## src/rtl/pipe_stage_reg.sv

```systemverilog
// ---------------------------------------------------------------------------
// pipe_stage_reg
//   Pipeline-stage register with valid/ready handshakes on both sides and a
//   2-entry skid buffer, so in_ready is a flop output and never depends
//   combinationally on out_ready. Includes a synchronous flush (branch or
//   hazard squash) and a saturating stall-cycle counter for performance
//   monitoring.
//
// Ports
//   clk        in   1      clock, rising edge
//   rst        in   1      asynchronous active-high reset
//   in_valid   in   1      upstream payload valid
//   in_ready   out  1      stage can accept (registered)
//   in_data    in   WIDTH  upstream payload
//   out_valid  out  1      downstream payload valid (registered)
//   out_ready  in   1      downstream accepts
//   out_data   out  WIDTH  downstream payload (registered)
//   flush      in   1      synchronous squash of all held entries
//   clr_cnt    in   1      synchronous clear of stall_cnt
//   stall_cnt  out  CNTW   saturating count of cycles with out_valid & ~out_ready
// ---------------------------------------------------------------------------
module pipe_stage_reg #(
  parameter int               WIDTH  = 32,
  parameter int               CNTW   = 16,
  parameter logic [WIDTH-1:0] RSTVAL = {WIDTH{1'b0}}
) (
  input  logic             clk,
  input  logic             rst,
  input  logic             in_valid,
  output logic             in_ready,
  input  logic [WIDTH-1:0] in_data,
  output logic             out_valid,
  input  logic             out_ready,
  output logic [WIDTH-1:0] out_data,
  input  logic             flush,
  input  logic             clr_cnt,
  output logic [CNTW-1:0]  stall_cnt
);

  // Occupancy encoding: bit 0 is the main-valid flag, bit 1 the skid-valid
  // flag, so the handshake outputs come straight off state flops.
  typedef enum logic [1:0] {
    EMPTY = 2'b00,
    ONE   = 2'b01,
    FULL  = 2'b11
  } occ_e;

  localparam logic [CNTW-1:0] CNT_MAX = {CNTW{1'b1}};
  localparam logic [CNTW-1:0] CNT_ONE = {{(CNTW-1){1'b0}}, 1'b1};
  localparam logic [CNTW-1:0] CNT_ZERO = {CNTW{1'b0}};

  occ_e             state_q, state_d;
  logic [WIDTH-1:0] main_data_q, main_data_d;
  logic [WIDTH-1:0] skid_data_q, skid_data_d;
  logic [CNTW-1:0]  stall_cnt_q, stall_cnt_d;

  logic acc;
  logic snd;

  assign out_valid = state_q[0];
  assign in_ready  = ~state_q[1];
  assign out_data  = main_data_q;
  assign stall_cnt = stall_cnt_q;

  assign acc = in_valid & in_ready;
  assign snd = out_valid & out_ready;

  // State and data registers with asynchronous reset.
  always_ff @(posedge clk or posedge rst) begin
    if (rst) begin
      state_q     <= EMPTY;
      main_data_q <= RSTVAL;
      skid_data_q <= RSTVAL;
      stall_cnt_q <= CNT_ZERO;
    end else begin
      state_q     <= state_d;
      main_data_q <= main_data_d;
      skid_data_q <= skid_data_d;
      stall_cnt_q <= stall_cnt_d;
    end
  end

  // Next occupancy and data-register loads; flush overrides any transfer.
  always_comb begin
    state_d     = state_q;
    main_data_d = main_data_q;
    skid_data_d = skid_data_q;
    if (flush) begin
      // A word accepted this cycle is dropped; a word sent this cycle has
      // already been taken by the downstream stage.
      state_d     = EMPTY;
      main_data_d = RSTVAL;
      skid_data_d = RSTVAL;
    end else begin
      case (state_q)
        EMPTY: begin
          if (acc) begin
            main_data_d = in_data;
            state_d     = ONE;
          end else begin
            state_d = EMPTY;
          end
        end
        ONE: begin
          if (acc && snd) begin
            main_data_d = in_data;
            state_d     = ONE;
          end else if (acc) begin
            skid_data_d = in_data;
            state_d     = FULL;
          end else if (snd) begin
            // main_data keeps the departed word; only the valid flag drops.
            state_d = EMPTY;
          end else begin
            state_d = ONE;
          end
        end
        FULL: begin
          // in_ready is low here, so no new word can arrive.
          if (snd) begin
            main_data_d = skid_data_q;
            state_d     = ONE;
          end else begin
            state_d = FULL;
          end
        end
        default: begin
          // Unreachable encoding (skid valid without main valid): recover.
          state_d     = EMPTY;
          main_data_d = RSTVAL;
          skid_data_d = RSTVAL;
        end
      endcase
    end
  end

  // Saturating stall counter; clear wins over increment, flush is ignored.
  always_comb begin
    stall_cnt_d = stall_cnt_q;
    if (clr_cnt) begin
      stall_cnt_d = CNT_ZERO;
    end else if (out_valid && !out_ready && (stall_cnt_q != CNT_MAX)) begin
      stall_cnt_d = stall_cnt_q + CNT_ONE;
    end else begin
      stall_cnt_d = stall_cnt_q;
    end
  end

endmodule

```

## config.mk

```make
export PLATFORM = sky130hd
export DESIGN_NAME = pipe_stage_reg
export DESIGN_NICKNAME = d
export VERILOG_FILES = /design/src/rtl/pipe_stage_reg.sv
export SDC_FILE = /design/constraint.sdc
export NUM_CORES = 1
export LEC_CHECK = 0
export CAP_MARGIN = 20
export CORE_MARGIN = 5
export CORE_UTILIZATION = 40
export CTS_CLUSTER_DIAMETER = 150
export DETAILED_ROUTE_END_ITERATION = 8
export PLACE_DENSITY_LB_ADDON = 0.1
export SLEW_MARGIN = 20
export SYNTH_ARGS = -nofsm -noshare
export SYNTH_HDL_FRONTEND = slang
export SYNTH_SLANG_ARGS = --single-unit
```

## constraint.sdc

```tcl
create_clock -name clk -period 3.65 [get_ports clk]
set_input_delay 0.73 -clock clk [delete_from_list [all_inputs] [get_ports clk]]
set_output_delay 0.73 -clock clk [all_outputs]
set_load 0.1 [all_outputs]
```

# == Word level (Yosys, flattened, before mapping) ==
# Cells that the tools add are included.
# totals
ff_bits,82
input_bits,38
out_inout_bits,50
word_cells,43
# classes
add_sub_neg,1
n_eq_ne,9
n_mux,17
bitwise,3
n_reduce_logical,9
# ops
operator,count
32-bit 2-to-1 mux,6
32-bit one-hot mux with 3 select lines,1
32-bit one-hot mux with 2 select lines,1
16-bit 2-to-1 mux,2
16-bit by 1-bit adder with 16-bit output (second input constant),1
16-bit inequality test (second input constant),1
3-bit inequality test (second input constant),5
2-bit 2-to-1 mux,4
2-bit one-hot mux with 3 select lines,1
3-bit AND reduction,2
1-bit logical AND,3
1-bit AND,2
2-bit by 1-bit == test with 1-bit output (second input constant),1
2-bit == test (second input constant),1
2-bit zero test,1
1-bit 2-to-1 mux,2
2-bit by 1-bit inequality test with 1-bit output (second input constant),1
2-bit nonzero test,1
2-bit OR reduction,1
1-bit zero test,1
1-bit NOT,1

# == Logic depth before layout (Yosys ltp) ==
# depth
depth_word,6
mapped_depth,8

# == Worst setup path before layout ==
# OpenSTA, ideal clock, no wires.
# synth_path
path_kind,flip-flop to flip-flop
startpoint,register state_q[0]
endpoint,"register main_data_q[0], in the netlist out_data[0]"
setup_ps,124
t_arrival_ps,2301
slack_ps,1225
stages_incl_launch_ff,9
n_path_buf,2
period_less_slack_ps,2425
cell_sequence,dfrtp_1 > inv_1 > ha_1 > or2_2 > buf_2 > a21oi_1 > nor2_1 > buf_2 > o2bb2ai_1
# synth_between
elab_chain_len,4
elab_cells_between_ends,11
# synth_rtl
item,line_no,rtl
"start, declared",52,"occ_e state_q, state_d;"
"start signal, assigned",76,state_q <= state_d;
1-bit AND,66,assign snd = out_valid & out_ready;
1-bit logical AND,105,if (acc && snd) begin
3-bit inequality test (no source line),n/a,
3-bit AND reduction (no source line),n/a,
"end signal, assigned",77,main_data_q <= main_data_d;
"end, declared",53,"logic [WIDTH-1:0] main_data_q, main_data_d;"
# Several ways; a longest one is shown, not always the timed one.
# A chain may end at the register's enable or synchronous reset.

# == Worst setup path after layout ==
# layout_path
startpoint,"register stall_cnt_q[2], in the netlist stall_cnt[2]"
endpoint,output port stall_cnt[2]
# layout_rtl
item,line_no,rtl
"start, declared",55,"logic [CNTW-1:0] stall_cnt_q, stall_cnt_d;"
"start signal, assigned",79,stall_cnt_q <= stall_cnt_d;
"end, declared",37,output logic [CNTW-1:0] stall_cnt
# No word-level cell between the ends.

==> run metrics <==
DRC Markers 0; Post-synth EDFFs 0; worst hold slack about 500 ps; post-route minimum period 2730 ps; FMAX 0.366 GHz; Pwr Density 485 mW/mm^2; Routed WL ~9500 um; antenna-violating nets left 0; n_diodes 0; Critical Path, Cell by Cell clkdlybuf4s50_1; DPL Wire Length roughly 6000 um; post-layout power 2.38 mW; CTS HTree Levels 3; CORE AREA 0.00915 sq mm; grt met1 use 0.233; Post-synth ARST share 1.00; Distinct cells, synth 36; Max-Cap Viols 0; Worst Setup Start Kind flop; Yosys Warn Count 0; final hold violations 0; crit-path max FO 8; Clock Skew between 10 and 15 ps; fillcell total 831; clock sinks ~80; DIE HEIGHT 107 um; CP Class flop to output port; Buf/Inv on CP 1; Worst Tran Pin Value 996 ps; die area 0.0113 sq mm; WP data required 2920 ps; worst hold path class flop to flop; grt met2 use 0.276; CTS buffer count 9; root buffer cell clkbuf_8; gr busiest metal met2; syn_nets about 360; final worst slack between 900 and 1000 ps; I/O Buffers just under 90; worst-skew pair later-pin latency 350 ps; Ports 88; vias 2,899; Total GRT Usage 0.174; Worst VDD drop 291 uV; via/cell ratio 5.67; Mapped Cells 313; Main synth FF type dfrtp_1; most frequent cells in the layout 86 x clkdlybuf4s50_1, 82 x dfrtp_1, 32 x a22oi_1, 32 x o2bb2ai_1, 32 x a22o_1; Post-DP Area 0.00470 sq mm; CTS tree built; CP endpoint kind output port; global-route wire length before repair approximately 16,000 um; endpoints failing setup 0; status completed; clock slew at reported path FFs 90 ps; Largest delay share family, worst path buffers and inverters; share of layout cells above drive strength 1 0.118; antenna violations before repair 0; synthesized area between 0.003 and 0.004 sq mm; wire per inst approximately 19 um; post_cts resized 0; Final period util 0.749; vias in the first global route 3,007; Hold-fix buffers, CTS 0; commonest non-fill, non-tap cell in the layout clkdlybuf4s50_1; crit-path max cell delay between 1000 and 1500 ps; setup repair bufs after CTS 0; sequential share of the synthesized area 0.551; critical path arrival ~2000 ps; worst rel slew slack 0.334; dpl ws 902 ps; largest net degree at the start of global routing 62; setup TNS 0 ps; Avg Cell Area, Syn about 12 sq um; RSZ-0062 raised after global routing no; Final Cell Area 0.00490 sq mm; Crit-path slowest cell clkdlybuf4s50_1; FF+latch count, synth 82; first-pass detailed-route iteration total 4; LEAKAGE 2.13 nW; DIE WIDTH between 100 and 150 um; global routing usage on met3 0.0571; maximum clock insertion buffer count 2; gr ovfl total 0; Starting Density 0.407; DRC marker count from the first detailed-route iteration 113; Nets approximately 440; area added between synthesis and finish 31.7%; Pins Over Slew Limit 0; routability cong. about 0.84; Std-Cell Rows 35
-- worst register-to-register path: stages, from the launching register on --
cell	delay, ps
dfrtp_1	430
inv_1	130
ha_1	250
or2_2	610
a21oi_1	210
nand2_1	500
buf_4	360
o2bb2ai_1	100
-- layout make-up --
class / count / area, sq um / area share
sequential: 82 / 2050 / 0.418
tap: 111 / 139 / 0.0283
inverter: 4 / 17.5 / 0.00357
clock buffer: 11 / 141 / 0.0288
multi-input combinational: 202 / 1560 / 0.317
clock inverter: 5 / 62.6 / 0.0128
timing repair buffer: 96 / 936 / 0.191
-- cell usage after synthesis, drive strengths merged (3+ instances only) --
cell type / count / area share
nor2b: 11 / 0.018
o31ai: 3 / 0.0060
clkbuf: 9 / 0.0091
a21oi: 15 / 0.020
and2: 4 / 0.0067
o2bb2ai: 32 / 0.075
nand3: 3 / 0.0040
nand2b: 3 / 0.0050
a22oi: 32 / 0.064
a22o: 32 / 0.075
buf: 16 / 0.022
inv: 4 / 0.0040
nand4: 8 / 0.021
dfrtp: 82 / 0.55
ha: 5 / 0.017
nand2: 7 / 0.0071
o21ai: 4 / 0.0054
mux2: 10 / 0.030
nor2: 13 / 0.013
-- stage by stage --
stage / cells / utilization
floorplan: 313 / -
global placement: 495 / 0.513
detailed placement: 495 / 0.513
CTS: 511 / 0.536
global route: 511 / 0.536
finish: 511 / 0.536
-- state kept, by name (all words and copies together), names as in the netlist --
name,count
skid_data_q,32
out_data,32
stall_cnt,16
state_q,2
-- kinds of logic (layout without fill, tap and decap cells) --
kind of cell | Yosys count | count (layout) | share of synthesized area
AOI/OAI and AO/OA | 121 | 121 | 0.253
DFF | 82 | 82 | 0.551
and+or+nand+nor | 65 | 65 | 0.111
buffers and inverters | 29 | 116 | 0.0353
muxes | 11 | 11 | 0.0329
adders and majority gates | 5 | 5 | 0.0168
-- power by group --
| group | total, mW | switching (mW) | leakage, nW | internal, mW |
|---|---|---|---|---|
| Clock | 0.683 | 0.344 | 0.0962 | 0.339 |
| Combinational | 0.701 | 0.522 | 0.903 | 0.179 |
| Sequential | 0.997 | 0.0367 | 1.13 | 0.960 |
| Total | 2.38 | 0.902 | 2.13 | 1.48 |
-- metal layers --
layer / vias to the layer above / routed length (um) / share of wire
li1: 1365 / - / -
met1: 1451 / 4510 / 0.48
met2: 78 / 4410 / 0.46
met3: 5 / 508 / 0.054
met4: 0 / 53 / 0.0056
met5: - / 0 / 0
-- final timing paths --
check / start / slack [ps] / cells past startpoint / endpoint
hold reg to reg: out_data[3] / 500 / 1 / out_data[3]
setup / recovery: stall_cnt[2] / 920 / 1 / stall_cnt[2]
min in group asynchronous: rst / 850 / 2 / stall_cnt[15]
max in group asynchronous: rst / 2090 / 3 / stall_cnt[1]
hold / removal: out_data[3] / 500 / 1 / out_data[3]
setup reg to reg: state_q[1] / 950 / 7 / out_data[11]
No activity file was read; power rests on OpenSTA's default activity.
